===== config.mk =====
export PLATFORM = sky130hd
export DESIGN_NAME = div_exec_unit
export DESIGN_NICKNAME = d
export VERILOG_FILES = /design/src/rtl/div_pkg.sv /design/src/rtl/div_step.sv /design/src/rtl/div_exec_unit.sv
export SDC_FILE = /design/constraint.sdc
export NUM_CORES = 1
export LEC_CHECK = 0
export CAP_MARGIN = 20
export CORE_MARGIN = 2
export CORE_UTILIZATION = 29
export DETAILED_ROUTE_END_ITERATION = 16
export GPL_ROUTABILITY_DRIVEN = 0
export SYNTH_ARGS = -nofsm -noshare
export SYNTH_HDL_FRONTEND = slang
export SYNTH_SLANG_ARGS = --single-unit

===== constraint.sdc =====
create_clock -name clk -period 11.8 [get_ports clk]
set_input_delay 2.95 -clock clk [delete_from_list [all_inputs] [get_ports clk]]
set_output_delay 2.95 -clock clk [all_outputs]
set_load 0.02 [all_outputs]

===== src/rtl/div_pkg.sv =====
// div_pkg: shared definitions for the iterative divide execution unit and the
// divide reservation station that feeds it.
//   DIV_XLEN / DIV_ROB_IDX_W : default operand width and ROB tag width
//   div_op_e                 : divide/remainder opcode encoding
//   div_state_e              : execution unit sequencing states
//   div_req_t                : one issued divide request (op, operands, tag)
package div_pkg;

  localparam int DIV_XLEN      = 32;
  localparam int DIV_ROB_IDX_W = 5;

  typedef enum logic [1:0] {
    DIV  = 2'd0,
    DIVU = 2'd1,
    REM  = 2'd2,
    REMU = 2'd3
  } div_op_e;

  typedef enum logic [1:0] {
    IDLE = 2'd0,
    CALC = 2'd1,
    DONE = 2'd2
  } div_state_e;

  typedef struct packed {
    div_op_e                    op;
    logic [DIV_XLEN-1:0]        rs1;
    logic [DIV_XLEN-1:0]        rs2;
    logic [DIV_ROB_IDX_W-1:0]   rob_idx;
  } div_req_t;

  // Signed variants need magnitude conversion and a sign fix-up at the end.
  function automatic logic op_is_signed(div_op_e op);
    return (op == DIV) || (op == REM);
  endfunction

endpackage


===== src/rtl/div_step.sv =====
// div_step: one combinational restoring-division iteration.
//   acc_in  : {partial remainder, remaining dividend/quotient bits}
//   divisor : divisor magnitude
//   acc_out : accumulator after shift, trial subtract and quotient bit insert
module div_step #(
  parameter int XLEN = 32
) (
  input  logic [2*XLEN-1:0] acc_in,
  input  logic [XLEN-1:0]   divisor,
  output logic [2*XLEN-1:0] acc_out
);

  // The shifted partial remainder can reach 2*divisor-1, so keep the bit that
  // falls off the top of the remainder half; dropping it breaks divisors with
  // the MSB set.
  logic [XLEN:0]   partial;
  logic [XLEN-1:0] diff;
  logic            fits;

  assign partial = acc_in[2*XLEN-1:XLEN-1];
  assign fits    = (partial >= {1'b0, divisor});
  // When it fits the true difference is below the divisor, so XLEN bits suffice.
  assign diff    = partial[XLEN-1:0] - divisor;

  assign acc_out = fits ? {diff, acc_in[XLEN-2:0], 1'b1}
                        : {partial[XLEN-1:0], acc_in[XLEN-2:0], 1'b0};

endmodule


===== src/rtl/div_exec_unit.sv =====
// div_exec_unit: iterative radix-2 divide/remainder unit between the divide
// reservation station and the ROB fill interface. One op in flight at a time.
//   clk, rst          : clock, synchronous active-high reset
//   in_valid/in_ready : issue handshake; in_op, in_rs1, in_rs2, in_rob_idx
//   flush             : kills any in-flight op, blocks a same-cycle issue
//   out_valid/out_ready : result handshake; out_data, out_rob_idx
//   busy              : an op has been accepted and not yet drained
module div_exec_unit
  import div_pkg::*;
#(
  parameter int XLEN      = DIV_XLEN,
  parameter int ROB_IDX_W = DIV_ROB_IDX_W
) (
  input  logic                 clk,
  input  logic                 rst,
  input  logic                 in_valid,
  output logic                 in_ready,
  input  logic [1:0]           in_op,
  input  logic [XLEN-1:0]      in_rs1,
  input  logic [XLEN-1:0]      in_rs2,
  input  logic [ROB_IDX_W-1:0] in_rob_idx,
  input  logic                 flush,
  output logic                 out_valid,
  input  logic                 out_ready,
  output logic [XLEN-1:0]      out_data,
  output logic [ROB_IDX_W-1:0] out_rob_idx,
  output logic                 busy
);

  localparam int CNT_W = $clog2(XLEN) + 1;
  localparam logic [CNT_W-1:0] LAST_STEP = CNT_W'(XLEN - 1);

  div_state_e             state;
  div_op_e                op_q;
  logic [XLEN-1:0]        divisor_q;
  logic [2*XLEN-1:0]      acc_q;
  logic                   quo_neg_q;
  logic                   rem_neg_q;
  logic [CNT_W-1:0]       cnt_q;
  logic [XLEN-1:0]        out_data_q;
  logic [ROB_IDX_W-1:0]   out_rob_idx_q;

  logic                   accept;
  logic                   in_signed;
  logic                   rs1_neg;
  logic                   rs2_neg;
  logic [XLEN-1:0]        rs1_abs;
  logic [XLEN-1:0]        rs2_abs;
  logic                   div_by_zero;
  logic                   overflow;
  logic [XLEN-1:0]        special_result;
  logic [2*XLEN-1:0]      step_acc;
  logic [XLEN-1:0]        quo_raw;
  logic [XLEN-1:0]        rem_raw;
  logic [XLEN-1:0]        final_result;

  assign in_ready  = (state == IDLE);
  assign busy      = (state != IDLE);
  assign out_valid = (state == DONE);
  assign out_data    = out_data_q;
  assign out_rob_idx = out_rob_idx_q;

  assign accept    = in_valid && in_ready && !flush;
  assign in_signed = op_is_signed(div_op_e'(in_op));
  assign rs1_neg   = in_signed && in_rs1[XLEN-1];
  assign rs2_neg   = in_signed && in_rs2[XLEN-1];
  assign rs1_abs   = rs1_neg ? -in_rs1 : in_rs1;
  assign rs2_abs   = rs2_neg ? -in_rs2 : in_rs2;

  // Cases the shift-subtract loop cannot produce directly bypass CALC.
  assign div_by_zero = (in_rs2 == '0);
  assign overflow    = in_signed && (in_rs1 == {1'b1, {(XLEN-1){1'b0}}}) &&
                       (in_rs2 == '1);
  // in_op[1] selects the remainder flavour of the op.
  assign special_result = div_by_zero ? (in_op[1] ? in_rs1 : '1)
                                      : (in_op[1] ? '0 : in_rs1);

  div_step #(.XLEN(XLEN)) u_step (
    .acc_in  (acc_q),
    .divisor (divisor_q),
    .acc_out (step_acc)
  );

  // Sign fix-up on the result of the final step, folded into the DONE entry.
  assign quo_raw      = step_acc[XLEN-1:0];
  assign rem_raw      = step_acc[2*XLEN-1:XLEN];
  assign final_result = ((op_q == REM) || (op_q == REMU))
                        ? (rem_neg_q ? -rem_raw : rem_raw)
                        : (quo_neg_q ? -quo_raw : quo_raw);

  always_ff @(posedge clk) begin
    if (rst) begin
      state         <= IDLE;
      op_q          <= DIVU;
      divisor_q     <= '0;
      acc_q         <= '0;
      quo_neg_q     <= 1'b0;
      rem_neg_q     <= 1'b0;
      cnt_q         <= '0;
      out_data_q    <= '0;
      out_rob_idx_q <= '0;
    end else if (flush) begin
      state <= IDLE;
    end else begin
      case (state)
        IDLE: begin
          if (accept) begin
            op_q          <= div_op_e'(in_op);
            out_rob_idx_q <= in_rob_idx;
            divisor_q     <= rs2_abs;
            acc_q         <= {{XLEN{1'b0}}, rs1_abs};
            quo_neg_q     <= rs1_neg ^ rs2_neg;
            rem_neg_q     <= rs1_neg;
            cnt_q         <= '0;
            if (div_by_zero || overflow) begin
              out_data_q <= special_result;
              state      <= DONE;
            end else begin
              state <= CALC;
            end
          end
        end
        CALC: begin
          acc_q <= step_acc;
          cnt_q <= cnt_q + CNT_W'(1);
          if (cnt_q == LAST_STEP) begin
            out_data_q <= final_result;
            state      <= DONE;
          end
        end
        DONE: begin
          if (out_ready) state <= IDLE;
        end
        default: state <= IDLE;
      endcase
    end
  end

endmodule


==> results of run 1 <==
==> cell usage after synthesis, types with 5 or more instances <==
cell       number  area share [%]
nand4_1        30             1.6
o21a_1          8            0.50
ha_1           38             4.0
mux2i_1        15             1.3
or3_1          22             1.1
xnor2_1        53             3.9
a221oi_1        9            0.66
nand2b_1       10            0.52
o211ai_1       22             1.4
o221ai_1       12            0.88
a22oi_1        19             1.2
o22ai_1         6            0.31
a311oi_1       10            0.73
dfxtp_1       144              24
nor2_1        254             8.0
buf_1           5            0.16
nand3_1        29             1.2
o31ai_1        28             1.8
maj3_1         20             1.7
and3_1         10            0.52
o21ai_0        93             3.9
o21ai_1         7            0.29
a21boi_0        6            0.38
a211o_1         6            0.44
buf_2           5            0.21
or2_2           9            0.47
inv_1          58             1.8
clkbuf_1       94             2.9
o2111ai_1       5            0.37
a21oi_1       141             5.9
nor3_1         37             1.5
a21o_1         13            0.82
o41ai_1        17             1.2
nor4_1         18            0.94
a211oi_1       73             4.6
nand2_1       159             5.0
a31oi_1        13            0.68
xor2_1         66             4.8
or4_1          13            0.82
clkbuf_8        6            0.69
nor2b_1        11            0.57
==> power groups by stage <==
stage / clock (mW) / combinational (mW) / sequential (mW)
after global placement: 0 / 0.417 / 0.536
after detailed placement: 0 / 0.420 / 0.537
after CTS: 0.582 / 0.422 / 0.525
final: 0.577 / 0.427 / 0.525
after floorplan: 0 / 0.291 / 0.533
after global routing: 0.606 / 0.468 / 0.528
==> stage by stage <==
| stage | hold slack (ns) | cells |
|---|---|---|
| 3_3_place_gp | 0.441 | 2221 |
| 5_1_grt | 0.484 | 2253 |
| 6_report | 0.458 | 2253 |
| 3_5_place_dp | 0.450 | 2221 |
| 4_1_cts | 0.460 | 2253 |
| 2_1_floorplan | 0.432 | 1673 |
==> cells by family (layout without fill, tap and decap cells) <==
group           Yosys count  after routing  synth area share [%]
xor+xnor                119            119                  8.71
flops                   144            144                  24.1
buf+inv                 172            220                  6.01
compound gates          528            528                  29.4
fa+ha+maj                59             59                  5.81
simple gates            633            633                  24.4
mux                      18             18                  1.57
==> path summary, 6_finish.rpt <==
check | startpoint | end | slack (ns)
worst max-delay path | in_rs2[2] | out_data[30]$_SDFFE_PP0P_ | 4.50
worst min-delay path | out_rob_idx[4]$_SDFFE_PP0P_ | out_rob_idx[4]$_SDFFE_PP0P_ | 0.46
worst max register to register | acc_q[39]$_SDFFE_PP0P_ | out_data[18]$_SDFFE_PP0P_ | 6.08
worst min register to register | out_rob_idx[4]$_SDFFE_PP0P_ | out_rob_idx[4]$_SDFFE_PP0P_ | 0.46
==> flip-flops by register name, indices dropped and copies added (netlist names) <==
name,cells
acc_q,64
divisor_q,32
out_data,32
cnt_q,6
out_rob_idx,5
state,2
op_q,1
quo_neg_q,1
rem_neg_q,1
==> metal layers <==
metal / global-route usage, % / part of all wire, %
met1: 24.3 / 44
met2: 32.2 / 48
met3: 2.49 / 5.1
met4: 6.75 / 3.0
met5: 0 / 0
==> worst register-to-register path, cell delays in order, from the launching register on <==
cell and delay [ns]:
dfxtp_1 0.36, ha_1 0.54, nand4_1 0.22, nor4b_1 0.65
nand4_1 0.22, o311a_2 0.25, nand2_2 0.25, mux2i_1 0.36
ha_1 0.35, or4b_2 0.68, nor3_1 0.44, a32oi_1 0.27
o21ai_0 0.27, xor2_1 0.14, a221oi_1 0.43, a211oi_1 0.14
==> final cells by class <==
cell class	instances	area (sq um)	share of cell area [%]
clock buffers	18	439	3.13
clock inverters	14	173	1.23
inverters	60	225	1.61
multi-input cells	1357	8390	59.8
flip-flops and latches	144	2880	20.6
well taps	532	666	4.75
repair buffers	128	1250	8.89
==> impl_metrics.csv, run 1 <==
group,metric,value,unit
pwr,p_int,991,uW
final_layout,n_fill_cell,4370,
worst_hold_path,hp-class,"reg2reg",
critical_path,cp.depth,13,
grt,antenna_found_initial,0,
sta,max_slew_margin,25.7,%
routing,num_vias,12700,
place,place.port_buffers,115,
routing,ant_nets,0,
clock_network,cts.sinks,144,
die,start_util,29.3,%
pwr,p_leak,5.11,nW
final_layout,final_cell_mix,"nor2_1 (252), nand2_1 (159), dfxtp_1 (144)",
critical_path,path_buf_inv,2,
pwr,power_frac_clock,37.7,%
yosys,synth-edff-count,0,
sta,final.setup_skew,0.0115,ns
yosys,ys_async_sr_fraction,0,%
yosys,synth_cells,1673,
sta,period_share,61.8,%
yosys,synth_area,0.0120,sq mm
critical_path,worstPathRequired,12.17,ns
grt,grt_usage,18.9,%
clock_network,clk_latency,0.44,ns
clock_network,cts-resized-gates,0,
worst_hold_path,min_path_cells,2,
flow_run,drv_cap,0,
critical_path,cp_data_arrival_time,7.67,ns
clock_network,htree_levels,4,
clock_network,clockBufferDepth,2,
die,rows,74,
clock_network,cts.clk_slew.worst_paths,0.07,ns
clock_network,ctsHoldBuffers,0,
pwr,combPwrFrac,27.9,%
final_layout,drive_gt1_share,5.23,%
routing,viasPerCell,5.64,
place,dp_slack,4.16,ns
sta,max_freq,137,MHz
critical_path,cpPeakStageDelay,0.80,ns
critical_path,cp-start-kind,"primary input",
sta,finalHoldViolCount,0,
yosys,ys_seq_area_share,24.1,%
final_layout,final_area,0.0140,sq mm
die,io_pins,116,
routing,firstDrtPassIters,5,
clock_network,post_cts_buffers,0,
routing,remaining_drc_errors,0,
critical_path,cp-end-kind,"register",
critical_path,critPathMaxFanout,46,
grt,grt_pass1_vias,11900,
final_layout,finalCoreUtilization,34.3,%
final_layout,fin_nets,1823,
final_layout,mostFrequentLayoutCell,"nor2_1",
sta,fin_ws,4.50,ns
yosys,syn_avg_cell_area,7.16,sq um
pwr,ir_drop,0.0749,mV
clock_network,cts_made_buffers,17,
pwr,switching_share,35.3,%
routing,wl_per_cell,18.5,um
grt,overflow,0,
yosys,synth-seq-cells,144,
yosys,yosys_warnings,0,
die,fp.dieW,207,um
critical_path,cp_top_family,"simple AND/OR/NAND/NOR gates",
sta,setup_tns,0,ns
clock_network,root_buffer,"clkbuf_16",
grt,grt_max_degree,97,
place,place.detailed.hpwl,31.6,mm
yosys,synth_nets,1788,
grt,grt_pass1_wl,65.7,mm
pwr,seqPwrFrac,34.3,%
die,coreArea,0.0408,sq mm
pwr,p_switching,540,uW
routing,drt_iter0_drc,1062,
critical_path,crit_top_cell,"nor2_1",
die,dieArea,0.0429,sq mm
clock_network,cts_tree,"built",
pwr,total_power,1.53,mW
place,placed_area,0.0134,sq mm
final_layout,antennaDiodeCount,0,
critical_path,path_class,"in2reg",
critical_path,cp_cell_sequence,"clkdlybuf4s50_1, or3_1, nor3b_1, nand4_1, nor4_4, buf_4, o21ai_1, or2_2, nor2_1, o221ai_1, a21oi_1, nor2_1, nor3_1",
sta,setup_viol,0,
yosys,synth_cell_types,90,
critical_path,slowest_stage,"nor3b_1",
pwr,p_per_area,109,mW/mm^2
sta,rsz0062_at_grt,"no",
die,die_h,207,um
final_layout,syn_to_final_growth,17.1,%
sta,fin_crit,7.30,ns
yosys,synthFlopType,"dfxtp_1",
sta,slew_viol_final,0,
sta,worst_pin_slew,1.11,ns
routing,wl,41.6,mm
outcome,outcome,"finished, final reports clean",
critical_path,rr_worst_depth,15,
Note: power is estimated with default switching activity, not from simulation.
==> run 2: changes to the inputs <==
==> constraint.sdc (replaced) <==
create_clock -name clk -period 5.89 [get_ports clk]
set_input_delay 1.4725 -clock clk [delete_from_list [all_inputs] [get_ports clk]]
set_output_delay 1.4725 -clock clk [all_outputs]
set_load 0.02 [all_outputs]
==> run 2 against run 1 <==
Net effect: clock skew is 0.0060 ns higher; global-route usage grew 0.72 points; largest power group unchanged; non-clock buffer count rose by 15; via count grew 1.7%; count of clock-buffer cells in the layout increased by 2; combinational power rose by 110%; critical path depth rose by 4; critical endpoint is now out_data[24]$_SDFFE_PP0P_; highest routed layer unchanged; hold slack gained 0.0013 ns; cell count grew 0.67%.
==> impl_metrics.csv, run 2 (synthesis results as in run 1) <==
group,metric,value,unit
outcome,outcome,"finished, final reports clean",
routing,wl_per_cell,19.1,um
place,place.detailed.hpwl,32.4,mm
final_layout,final_area,0.0142,sq mm
pwr,p_per_area,220,mW/mm^2
final_layout,syn_to_final_growth,18.3,%
grt,overflow,0,
final_layout,final_cell_mix,"nor2_1 (252), nand2_1 (159), dfxtp_1 (144)",
sta,worst_pin_slew,1.08,ns
grt,antenna_found_initial,0,
pwr,p_int,2.06,mW
sta,max_freq,193,MHz
die,start_util,29.3,%
routing,ant_nets,0,
clock_network,cts.sinks,144,
final_layout,multi_input_comb_area,0.00839,sq mm
pwr,ir_drop,0.138,mV
final_layout,n_fill_cell,4291,
sta,final.setup_skew,0.0176,ns
final_layout,antennaDiodeCount,0,
clock_network,cts_tree,"built",
final_layout,largest_register,"acc_q",
pwr,p_switching,1.06,mW
routing,route.met2.wl,19.8,mm
clock_network,clk_latency,0.44,ns
clock_network,cts.clk_slew.worst_paths,0.07,ns
routing,viasPerCell,5.70,
grt,grt_pass1_wl,67.6,mm
sta,setup_viol,0,
grt,grt_pass1_vias,12100,
die,coreArea,0.0408,sq mm
sta,fin_ws,0.712,ns
final_layout,mostFrequentLayoutCell,"nor2_1",
pwr,total_power,3.12,mW
critical_path,cp_data_arrival_time,5.46,ns
clock_network,root_buffer,"clkbuf_16",
sta,rsz0062_at_grt,"no",
clock_network,clockBufferDepth,2,
critical_path,rr_worst_depth,17,
critical_path,critPathMaxFanout,10,
routing,num_vias,12900,
critical_path,cp-end-kind,"register",
final_layout,fin_nets,1838,
sta,period_share,87.9,%
critical_path,cp-start-kind,"register",
sta,setup_tns,0,ns
grt,grt_usage,19.6,%
critical_path,path_class,"reg2reg",
sta,fin_crit,5.18,ns
clock_network,cts-resized-gates,0,
routing,wirelength_met1,18.7,mm
critical_path,slowest_stage,"or4b_2",
clock_network,htree_levels,4,
die,die_h,207,um
pwr,power_frac_clock,38.1,%
pwr,switching_share,33.9,%
place,dp_slack,0.603,ns
clock_network,post_cts_buffers,0,
routing,remaining_drc_errors,0,
clock_network,cts_made_buffers,17,
die,rows,74,
clock_network,ctsHoldBuffers,0,
routing,wl_met3,2.49,mm
routing,drt_iter0_drc,1104,
final_layout,largest_reg_flops,64,
final_layout,final-seq-area,0.00288,sq mm
critical_path,worstPathRequired,6.18,ns
final_layout,drive_gt1_share,5.93,%
worst_hold_path,min_path_cells,2,
sta,slew_viol_final,0,
die,io_pins,116,
die,fp.dieW,207,um
grt,grt_max_degree,92,
routing,wl,43.3,mm
pwr,p_leak,5.18,nW
place,place.port_buffers,115,
die,dieArea,0.0429,sq mm
sta,max_slew_margin,27.6,%
flow_run,drv_cap,0,
place,placed_area,0.0135,sq mm
critical_path,cpPeakStageDelay,0.66,ns
pwr,seqPwrFrac,33.8,%
critical_path,cp_cell_sequence,"inv_1, ha_1, a21oi_1, o21ai_0, a2111oi_2, o311a_2, nand2_2, o21ai_0, ha_1, or4b_2, nor3_1, buf_4, a32oi_1, o31ai_1, xnor2_1, a221oi_1, a211oi_1",
worst_hold_path,hp-class,"reg2reg",
routing,firstDrtPassIters,5,
routing,top_layer_used,"met4",
sta,finalHoldViolCount,0,
pwr,combPwrFrac,28.2,%
## run 2: cell count changes in the layout (fill, tap and decap cells not counted)
cell        delta
clkinvlp_4     +2
buf_12         +1
clkinv_2       +1
inv_8          -1
inv_6          -4
clkinv_4       -1
clkbuf_1       +2
clkinv_8       -1
bufinv_16      +2
buf_4         +14
## run 2: critical path, delay by kind of cell (launching register included)
family / cells / cell delay, ns
compound gates: 9 / 2.39
xor+xnor: 1 / 0.14
fa+ha+maj: 2 / 0.81
buf+inv: 2 / 0.29
flops: 1 / 0.34
simple gates: 3 / 1.03
## run 2: power by group through the flow
stage               logic (mW)  clock network [mW]  registers (mW)
finish                   0.879                1.19            1.05
global route             0.957                1.25            1.06
CTS                      0.866                1.20            1.05
detailed placement       0.860                   0            1.07
global placement         0.851                   0            1.07
floorplan                0.582                   0            1.07
## run 2: final timing paths
| check | from | endpoint | slack, ns |
|---|---|---|---|
| worst max-delay path | divisor_q[26]$_SDFFE_PP0P_ | out_data[24]$_SDFFE_PP0P_ | 0.71 |
| worst min-delay path | out_rob_idx[1]$_SDFFE_PP0P_ | out_rob_idx[1]$_SDFFE_PP0P_ | 0.46 |
| worst max register to register | divisor_q[26]$_SDFFE_PP0P_ | out_data[24]$_SDFFE_PP0P_ | 0.71 |
| worst min register to register | out_rob_idx[1]$_SDFFE_PP0P_ | out_rob_idx[1]$_SDFFE_PP0P_ | 0.46 |
## run 2: through the flow
step | hold slack [ns] | util (%) | std cells
global placement | 0.444 | 33.1 | 2236
global route | 0.486 | 34.7 | 2268
finish | 0.459 | 34.7 | 2268
detailed placement | 0.449 | 33.1 | 2236
CTS | 0.459 | 34.7 | 2268
floorplan | 0.432 | - | 1673
## run 2: cell type report
class | count | area share (%)
Sequential cell | 144 | 20.4
Multi-Input combinational cell | 1357 | 59.2
Clock inverter | 12 | 1.28
Timing Repair Buffer | 143 | 9.68
Inverter | 60 | 1.59
Tap cell | 532 | 4.70
Clock buffer | 20 | 3.15
## run 2: layer usage
metal	up-vias	global-route usage, %
li1	6228	-
met1	6076	25.0
met2	509	31.7
met3	111	3.05
met4	0	10.5
met5	-	0
